### src/rtl/pbit_scheduler.sv
// Time-multiplexes one shared MAC across N_PBITS p-bits: each bit gets a settle cycle
// (ISSUE) and a sample cycle (UPDATE), with sweep counting and stepped I_0 annealing.
module pbit_scheduler #(
    parameter int N_PBITS          = 4,
    parameter int WEIGHT_PRECISION = 6,
    parameter int SEL_W            = 2
) (
    input  logic                               clk,
    input  logic                               rst,
    input  logic                               start,
    input  logic [7:0]                         sweeps,
    input  logic [3:0]                         i0_start,
    input  logic [7:0]                         i0_step,
    input  logic [N_PBITS-1:0]                 p_init,
    input  logic [N_PBITS-1:0]                 clamp_mask,
    input  logic [N_PBITS-1:0]                 clamp_val,
    input  logic signed [WEIGHT_PRECISION-1:0] mac_out,
    input  logic signed [WEIGHT_PRECISION-1:0] rnd,
    output logic [SEL_W-1:0]                   mac_sel,
    output logic [3:0]                         mac_I0,
    output logic [N_PBITS-1:0]                 p_state,
    output logic                               busy,
    output logic                               done
);

    typedef enum logic [1:0] {IDLE, ISSUE, UPDATE, DONE} state_t;

    state_t               state;
    logic [7:0]           sweeps_lat;
    logic [7:0]           sweep_cnt;
    logic [7:0]           i0_step_lat;
    logic [7:0]           step_cnt;
    logic [N_PBITS-1:0]   clamp_lat;

    // Stochastic neuron: fire when the local field beats the random sample; ties do not fire.
    function automatic logic sample_bit(
        input logic signed [WEIGHT_PRECISION-1:0] field,
        input logic signed [WEIGHT_PRECISION-1:0] noise
    );
        return field > noise;
    endfunction

    function automatic logic [3:0] sat_inc(input logic [3:0] v);
        return (v == 4'd15) ? v : v + 4'd1;
    endfunction

    always_ff @(posedge clk) begin
        if (rst) begin
            state       <= IDLE;
            p_state     <= '0;
            mac_sel     <= '0;
            mac_I0      <= '0;
            busy        <= 1'b0;
            done        <= 1'b0;
            sweep_cnt   <= '0;
            step_cnt    <= '0;
            sweeps_lat  <= '0;
            i0_step_lat <= '0;
            clamp_lat   <= '0;
        end else begin
            case (state)
                IDLE: begin
                    done <= 1'b0;
                    if (start) begin
                        sweeps_lat  <= sweeps;
                        i0_step_lat <= i0_step;
                        clamp_lat   <= clamp_mask;
                        p_state     <= (p_init & ~clamp_mask) | (clamp_val & clamp_mask);
                        mac_sel     <= '0;
                        mac_I0      <= i0_start;
                        sweep_cnt   <= '0;
                        step_cnt    <= '0;
                        if (sweeps == 8'd0) begin
                            state <= DONE;
                            busy  <= 1'b0;
                            done  <= 1'b1;
                        end else begin
                            state <= ISSUE;
                            busy  <= 1'b1;
                        end
                    end
                end
                ISSUE: begin
                    state <= UPDATE;
                end
                UPDATE: begin
                    if (!clamp_lat[mac_sel])
                        p_state[mac_sel] <= sample_bit(mac_out, rnd);
                    if (mac_sel == SEL_W'(N_PBITS - 1)) begin
                        mac_sel   <= '0;
                        sweep_cnt <= sweep_cnt + 8'd1;
                        // Anneal: raise I_0 once every i0_step completed sweeps.
                        if (i0_step_lat != 8'd0) begin
                            if (step_cnt + 8'd1 == i0_step_lat) begin
                                step_cnt <= '0;
                                mac_I0   <= sat_inc(mac_I0);
                            end else begin
                                step_cnt <= step_cnt + 8'd1;
                            end
                        end
                        if (sweep_cnt + 8'd1 == sweeps_lat) begin
                            state <= DONE;
                            busy  <= 1'b0;
                            done  <= 1'b1;
                        end else begin
                            state <= ISSUE;
                        end
                    end else begin
                        mac_sel <= mac_sel + SEL_W'(1);
                        state   <= ISSUE;
                    end
                end
                DONE: begin
                    done  <= 1'b0;
                    state <= IDLE;
                end
                default: state <= IDLE;
            endcase
        end
    end

endmodule

### config.mk
export PLATFORM = sky130hd
export DESIGN_NAME = pbit_scheduler
export DESIGN_NICKNAME = d
export VERILOG_FILES = /design/src/rtl/pbit_scheduler.sv
export SDC_FILE = /design/constraint.sdc
export NUM_CORES = 1
export LEC_CHECK = 0
export CORE_UTILIZATION = 35
export CTS_CLUSTER_DIAMETER = 100
export DETAILED_ROUTE_END_ITERATION = 10
export SYNTH_ARGS = -nofsm -noshare
export SYNTH_HDL_FRONTEND = slang
export SYNTH_SLANG_ARGS = --single-unit
### constraint.sdc
create_clock -name clk -period 2.8 [get_ports clk]
set_clock_uncertainty 0.1 [all_clocks]
set_input_delay 0.56 -clock clk [delete_from_list [all_inputs] [get_ports clk]]
set_output_delay 0.56 -clock clk [all_outputs]
set_load 0.05 [all_outputs]
; Word-level counts from Yosys, hierarchy flattened
; Index checks and enable logic that the tools add are counted.
[classes]
reduce_logical = 14
addsub = 4
eq_ne = 14
bitwise_logic = 4
n_lt_le_gt_ge = 3
n_mux = 39
[ops]
columns = op, count
row1 = $mux W8, 5
row2 = $pmux W8 S2, 2
row3 = $mux W4, 7
row4 = $add A8 B1 Y8 const B, 2
row5 = $eq A8 B8 Y1, 2
row6 = $pmux W4 S2, 2
row7 = $ne A2 B2 Y1 const B, 7
row8 = $mux W2, 6
row9 = $mux W1, 10
row10 = $reduce_and A3 Y1, 3
row11 = $and A4 B4 Y4, 2
row12 = $logic_not A8 Y1, 1
row13 = $pmux W2 S4, 1
row14 = $reduce_and A4 Y1, 2
row15 = $reduce_bool A8 Y1, 1
row16 = $eq A2 B2 Y1 const B, 3
row17 = $gt A6 B6 Y1, 1
row18 = $reduce_and A6 Y1, 1
row19 = $add A4 B1 Y4 const B, 1
row20 = $bwmux W4, 1
row21 = $eq A4 B4 Y1 const B, 1
row22 = $not A4 Y4, 1
row23 = $or A4 B4 Y4, 1
row24 = $pmux W2 S2, 1
row25 = other kinds (13), 14
[totals]
register_bits = 50
inputBits = 47
wordCells = 89
output_inout_bits = 12

; Depth between registers and ports, before layout
[depth]
depth_word = 7
mapped_depth = 8
depth_no_buf = 8

; Least setup slack after synthesis
; No wires, ideal clock.
[synth_path]
path_type = register -> register
start = reg mac_sel[0]
end = reg step_cnt[7]
path_stages_with_launch = 8
setup_slack_ns = 0.291
n_path_buf = 1
setup_time_ns = 0.074
arrival_ns = 2.335
period_less_slack_ns = 2.509
required_time_ns = 2.626
cell_sequence = dfxtp_1 -> ha_1 -> nand3b_1 -> a21o_1 -> and2_1 -> clkbuf_1 -> or4_1 -> a31oi_1
[synth_via]
elab_chain_len = 3
[synth_rtl]
columns = item, line_no
row1 = start: declaration, 19  ; output logic [SEL_W-1:0] mac_sel,
row2 = start signal: assignment, 109  ; mac_sel <= mac_sel + SEL_W'(1);
row3 = $eq A2 B2 Y1, 89  ; if (mac_sel == SEL_W'(N_PBITS - 1)) begin
row4 = $ne A2 B2 Y1 (no source line), n/a
row5 = $reduce_and A4 Y1 (no source line), n/a
row6 = end signal: assignment, 98  ; step_cnt <= step_cnt + 8'd1;
row7 = end: declaration, 32  ; logic [7:0] step_cnt;
; No other way between the ends.
; A chain may end at the register's enable or synchronous reset.

; Final worst setup path
[layout_path]
start = reg step_cnt[1]
end = reg mac_I0[0]
[layout_via]
elab_chain_len = 4
[layout_rtl]
columns = item, line_no
row1 = $add A8 B1 Y8, 94  ; if (step_cnt + 8'd1 == i0_step_lat) begin
row2 = $eq A8 B8 Y1, 94
row3 = $ne A2 B2 Y1 (no source line), n/a
row4 = $reduce_and A6 Y1 (no source line), n/a
row5 = end signal: assignment, 70  ; mac_I0 <= i0_start;
row6 = end signal: assignment, 96  ; mac_I0 <= sat_inc(mac_I0);
row7 = end: declaration, 20  ; output logic [3:0] mac_I0,
; No other way between the ends.

==> run_results.csv <==
group,metric,value,unit
run_status,status,"completed",
global_route,grt_use_total,0.184,
die,dieHeight,93.2,um
placed_design,place_ws,0.00697,ns
setup_path,cp_max_fo,8,
clock_tree,clk_pin_slew,0.09,ns
drt,wl_per_cell,13.9,um
sta,layout_setup_ws,0.227,ns
job,max_cap_violations,0,
die,dieArea,0.00869,mm^2
final_layout,fin_cells,529,
min_path,hold_path_depth,2,
power_and_ir_drop,p_leak,0.00136,uW
sta,setup_viol,0,
clock_tree,cts_tree,"built",
setup_path,cp.required,2.91,ns
synth,yosysTopAreaCell,"dfxtp_1",
setup_path,cpPeakStageDelay,0.52,ns
placed_design,place.detailed.hpwl,5600,um
synth,yosysWarnings,0,
placed_design,dp_cells,521,
synth,syn-instance-count,367,
synth,synth_area_per_cell,7.94,um^2
setup_path,critPathArrivalTime,2.69,ns
sta,final.min_clock_period,2.57,ns
global_route,grt_pass1_wl,12800,um
synth,synth_edf_count,0,
sta,rsz0062_at_grt,"no",
setup_path,critPathLaunchType,"flip-flop",
sta,worstMarginPinSlew,0.626,ns
drt,via_count,2774,
drt,vias_per_cell,5.24,
setup_path,cp_slowest_cell,"o41ai_4",
clock_tree,h-tree-depth,2,
sta,layout_worst_path_cycle_share,0.919,
clock_tree,cts_setup_buffers,0,
final_layout,antennaDiodeCount,0,
sta,setup_tns,0,ns
power_and_ir_drop,ir_worst_vdd,0.188,mV
drt,first_iter_violations,145,
final_layout,drive_gt1_frac,0.0632,
placed_design,io_buffers,58,
die,coreArea,0.00789,mm^2
global_route,grt_max_degree,33,
drt,wl,7370,um
die,num_rows,32,
setup_path,path_class,"flip-flop to flip-flop",
drt,firstDrtPassIters,4,
sta,slew_headroom,0.583,
final_layout,final_cell_area,0.00375,mm^2
synth,synth_nets,427,
synth,synth_top_area_frac,0.343,
final_layout,nNetsFinal,486,
setup_path,path_cells,"ha_1 -> xor3_1 -> a2111oi_4 -> o21ai_2 -> o41ai_4 -> a31oi_1 -> a311oi_1",
power_and_ir_drop,p_per_area,414,mW/mm^2
synth,synth_seq_cells,50,
synth,synth_area,0.00291,mm^2
synth,synth_async_sr_flop_share,0,
clock_tree,clockRootBuffer,"clkbuf_8",
synth,synth_ff_type,"dfxtp_1",
synth,synthTopCellsByArea,"dfxtp_1 (34%), nand2_1 (8.8%), a21oi_1 (7.2%)",
min_path,min_path_type,"flip-flop to flip-flop",
sta,slew_viol_final,0,
die,ios,59,
clock_tree,cts.path.max_buffers,2,
die,initial_core_util,0.369,
drt,post-route-drc-count,0,
synth,synth_cell_types,50,
clock_tree,cts.sinks,50,
clock_tree,numCtsBuffers,5,
sta,finalHoldViolations,0,
global_route,grt_pass1_vias,2686,
drt,drtAntennaViolNets,0,
global_route,antenna_found_initial,0,
final_layout,syn_to_final_growth,28.6,%
synth,ys_seq_area_frac,0.343,
sta,fmax,0.389,GHz
placed_design,place_area,0.00365,mm^2
placed_design,routabilityCongestion,0.800,
setup_path,r2r.worst_path.cells,7,
global_route,grt_remaining_overflow,0,
clock_tree,worstSkewPairLatency,0.31,ns
die,die_x,93.2,um
setup_path,crit_path_end_kind,"flip-flop",
==> final timing paths <==
kind                                                  end                 startpoint  slack (ns)
worst max-delay path               mac_I0[0]$_SDFFE_PP0P_   step_cnt[1]$_SDFFE_PP0P_        0.23
worst min-delay path            clamp_lat[0]$_SDFFE_PP0P_  clamp_lat[0]$_SDFFE_PP0P_        0.36
worst min register to register  clamp_lat[0]$_SDFFE_PP0P_  clamp_lat[0]$_SDFFE_PP0P_        0.36
worst max register to register     mac_I0[0]$_SDFFE_PP0P_   step_cnt[1]$_SDFFE_PP0P_        0.23
==> what timing repair did <==
action,4_1_cts,5_1_grt
gates resized for setup,0,1
endpoints found under the setup margin,0,3
hold buffers,0,0
==> Yosys cell counts (4+ instances only) <==
| cell | count |
|---|---|
| clkbuf_1 | 17 |
| xor2_1 | 5 |
| nor2_1 | 21 |
| xnor2_1 | 11 |
| inv_1 | 11 |
| mux2i_1 | 5 |
| nand2_1 | 68 |
| a41oi_1 | 4 |
| a21oi_1 | 42 |
| o21ai_0 | 16 |
| ha_1 | 13 |
| nor3_1 | 7 |
| nand2b_1 | 6 |
| or4_1 | 6 |
| or3_1 | 6 |
| dfxtp_1 | 50 |
| a31oi_1 | 6 |
| nor4_1 | 4 |
| nand3_1 | 13 |
| o21a_1 | 6 |
| nor2b_1 | 6 |
==> worst max-delay path: cells and delay by family, from the launching register on <==
family | cells | cell delay, ns
AO/OA/AOI/OAI | 5 | 1.41
XOR/XNOR | 1 | 0.29
adder cells (fa/ha/maj) | 1 | 0.26
flip-flops | 1 | 0.42
==> power by group <==
| group | internal (uW) | total [uW] | switching [uW] | leakage [uW] |
|---|---|---|---|---|
| Sequential | 743 | 774 | 30.5 | 0.000408 |
| Combinational | 162 | 336 | 175 | 0.000908 |
| Clock | 199 | 443 | 243 | 0.0000472 |
| Total | 1100 | 1550 | 449 | 0.00136 |
==> per-stage QoR <==
stage,hold WS (ns),utilization,total power (uW)
after floorplan,0.333,-,982
after global placement,0.347,0.463,1130
after detailed placement,0.346,0.463,1130
after CTS,0.360,0.475,1570
after global routing,0.374,0.475,1640
final,0.358,0.475,1550
==> layer usage <==
metal	wire length (um)	GRT usage
met1	3580	0.241
met2	3250	0.300
met3	465	0.0431
met4	76	0.0526
met5	0	0
==> layout by cell type, fill, tap and decap left out, types with 5 or more instances in the layout <==
cell	count
nor2b_1	6
a21oi_1	42
nand3_1	13
clkbuf_8	6
dfxtp_1	50
ha_1	13
buf_4	11
or4_1	6
nand2_1	68
nand2b_1	6
nor3_1	7
clkdlybuf4s50_1	57
nor2_1	21
or3_1	6
mux2i_1	5
a31oi_1	6
xor2_1	5
inv_1	11
xnor2_1	11
o21a_1	6
o21ai_0	16
==> logic make-up (layout without fill, tap and decap cells) <==
group / after synthesis / in the layout / share of synthesized area
AOI/OAI and AO/OA: 99 / 99 / 0.223
xor gates and xnor gates: 18 / 18 / 0.0644
adders and majority gates: 13 / 13 / 0.0558
buffers and inverters: 29 / 89 / 0.0378
DFF: 50 / 50 / 0.343
muxes: 6 / 6 / 0.0249
and+or+nand+nor: 152 / 152 / 0.250
==> cell type report <==
type	count	area (um^2)
clock buffer	6	82.6
fill	776	4140
inverter	11	41.3
timing repair buffer	70	678
sequential	50	1000
multi-input combinational	288	1800
tap	102	128
clock inverter	2	12.5
==> state kept, by name (all words and copies together) (netlist names) <==
register and cells:
i0_step_lat 8, step_cnt 8, sweep_cnt 8, sweeps_lat 8, clamp_lat 4, mac_I0 4
p_state 4, mac_sel 2, state 2, busy 1, done 1
Power figures use the tool's default switching activity.
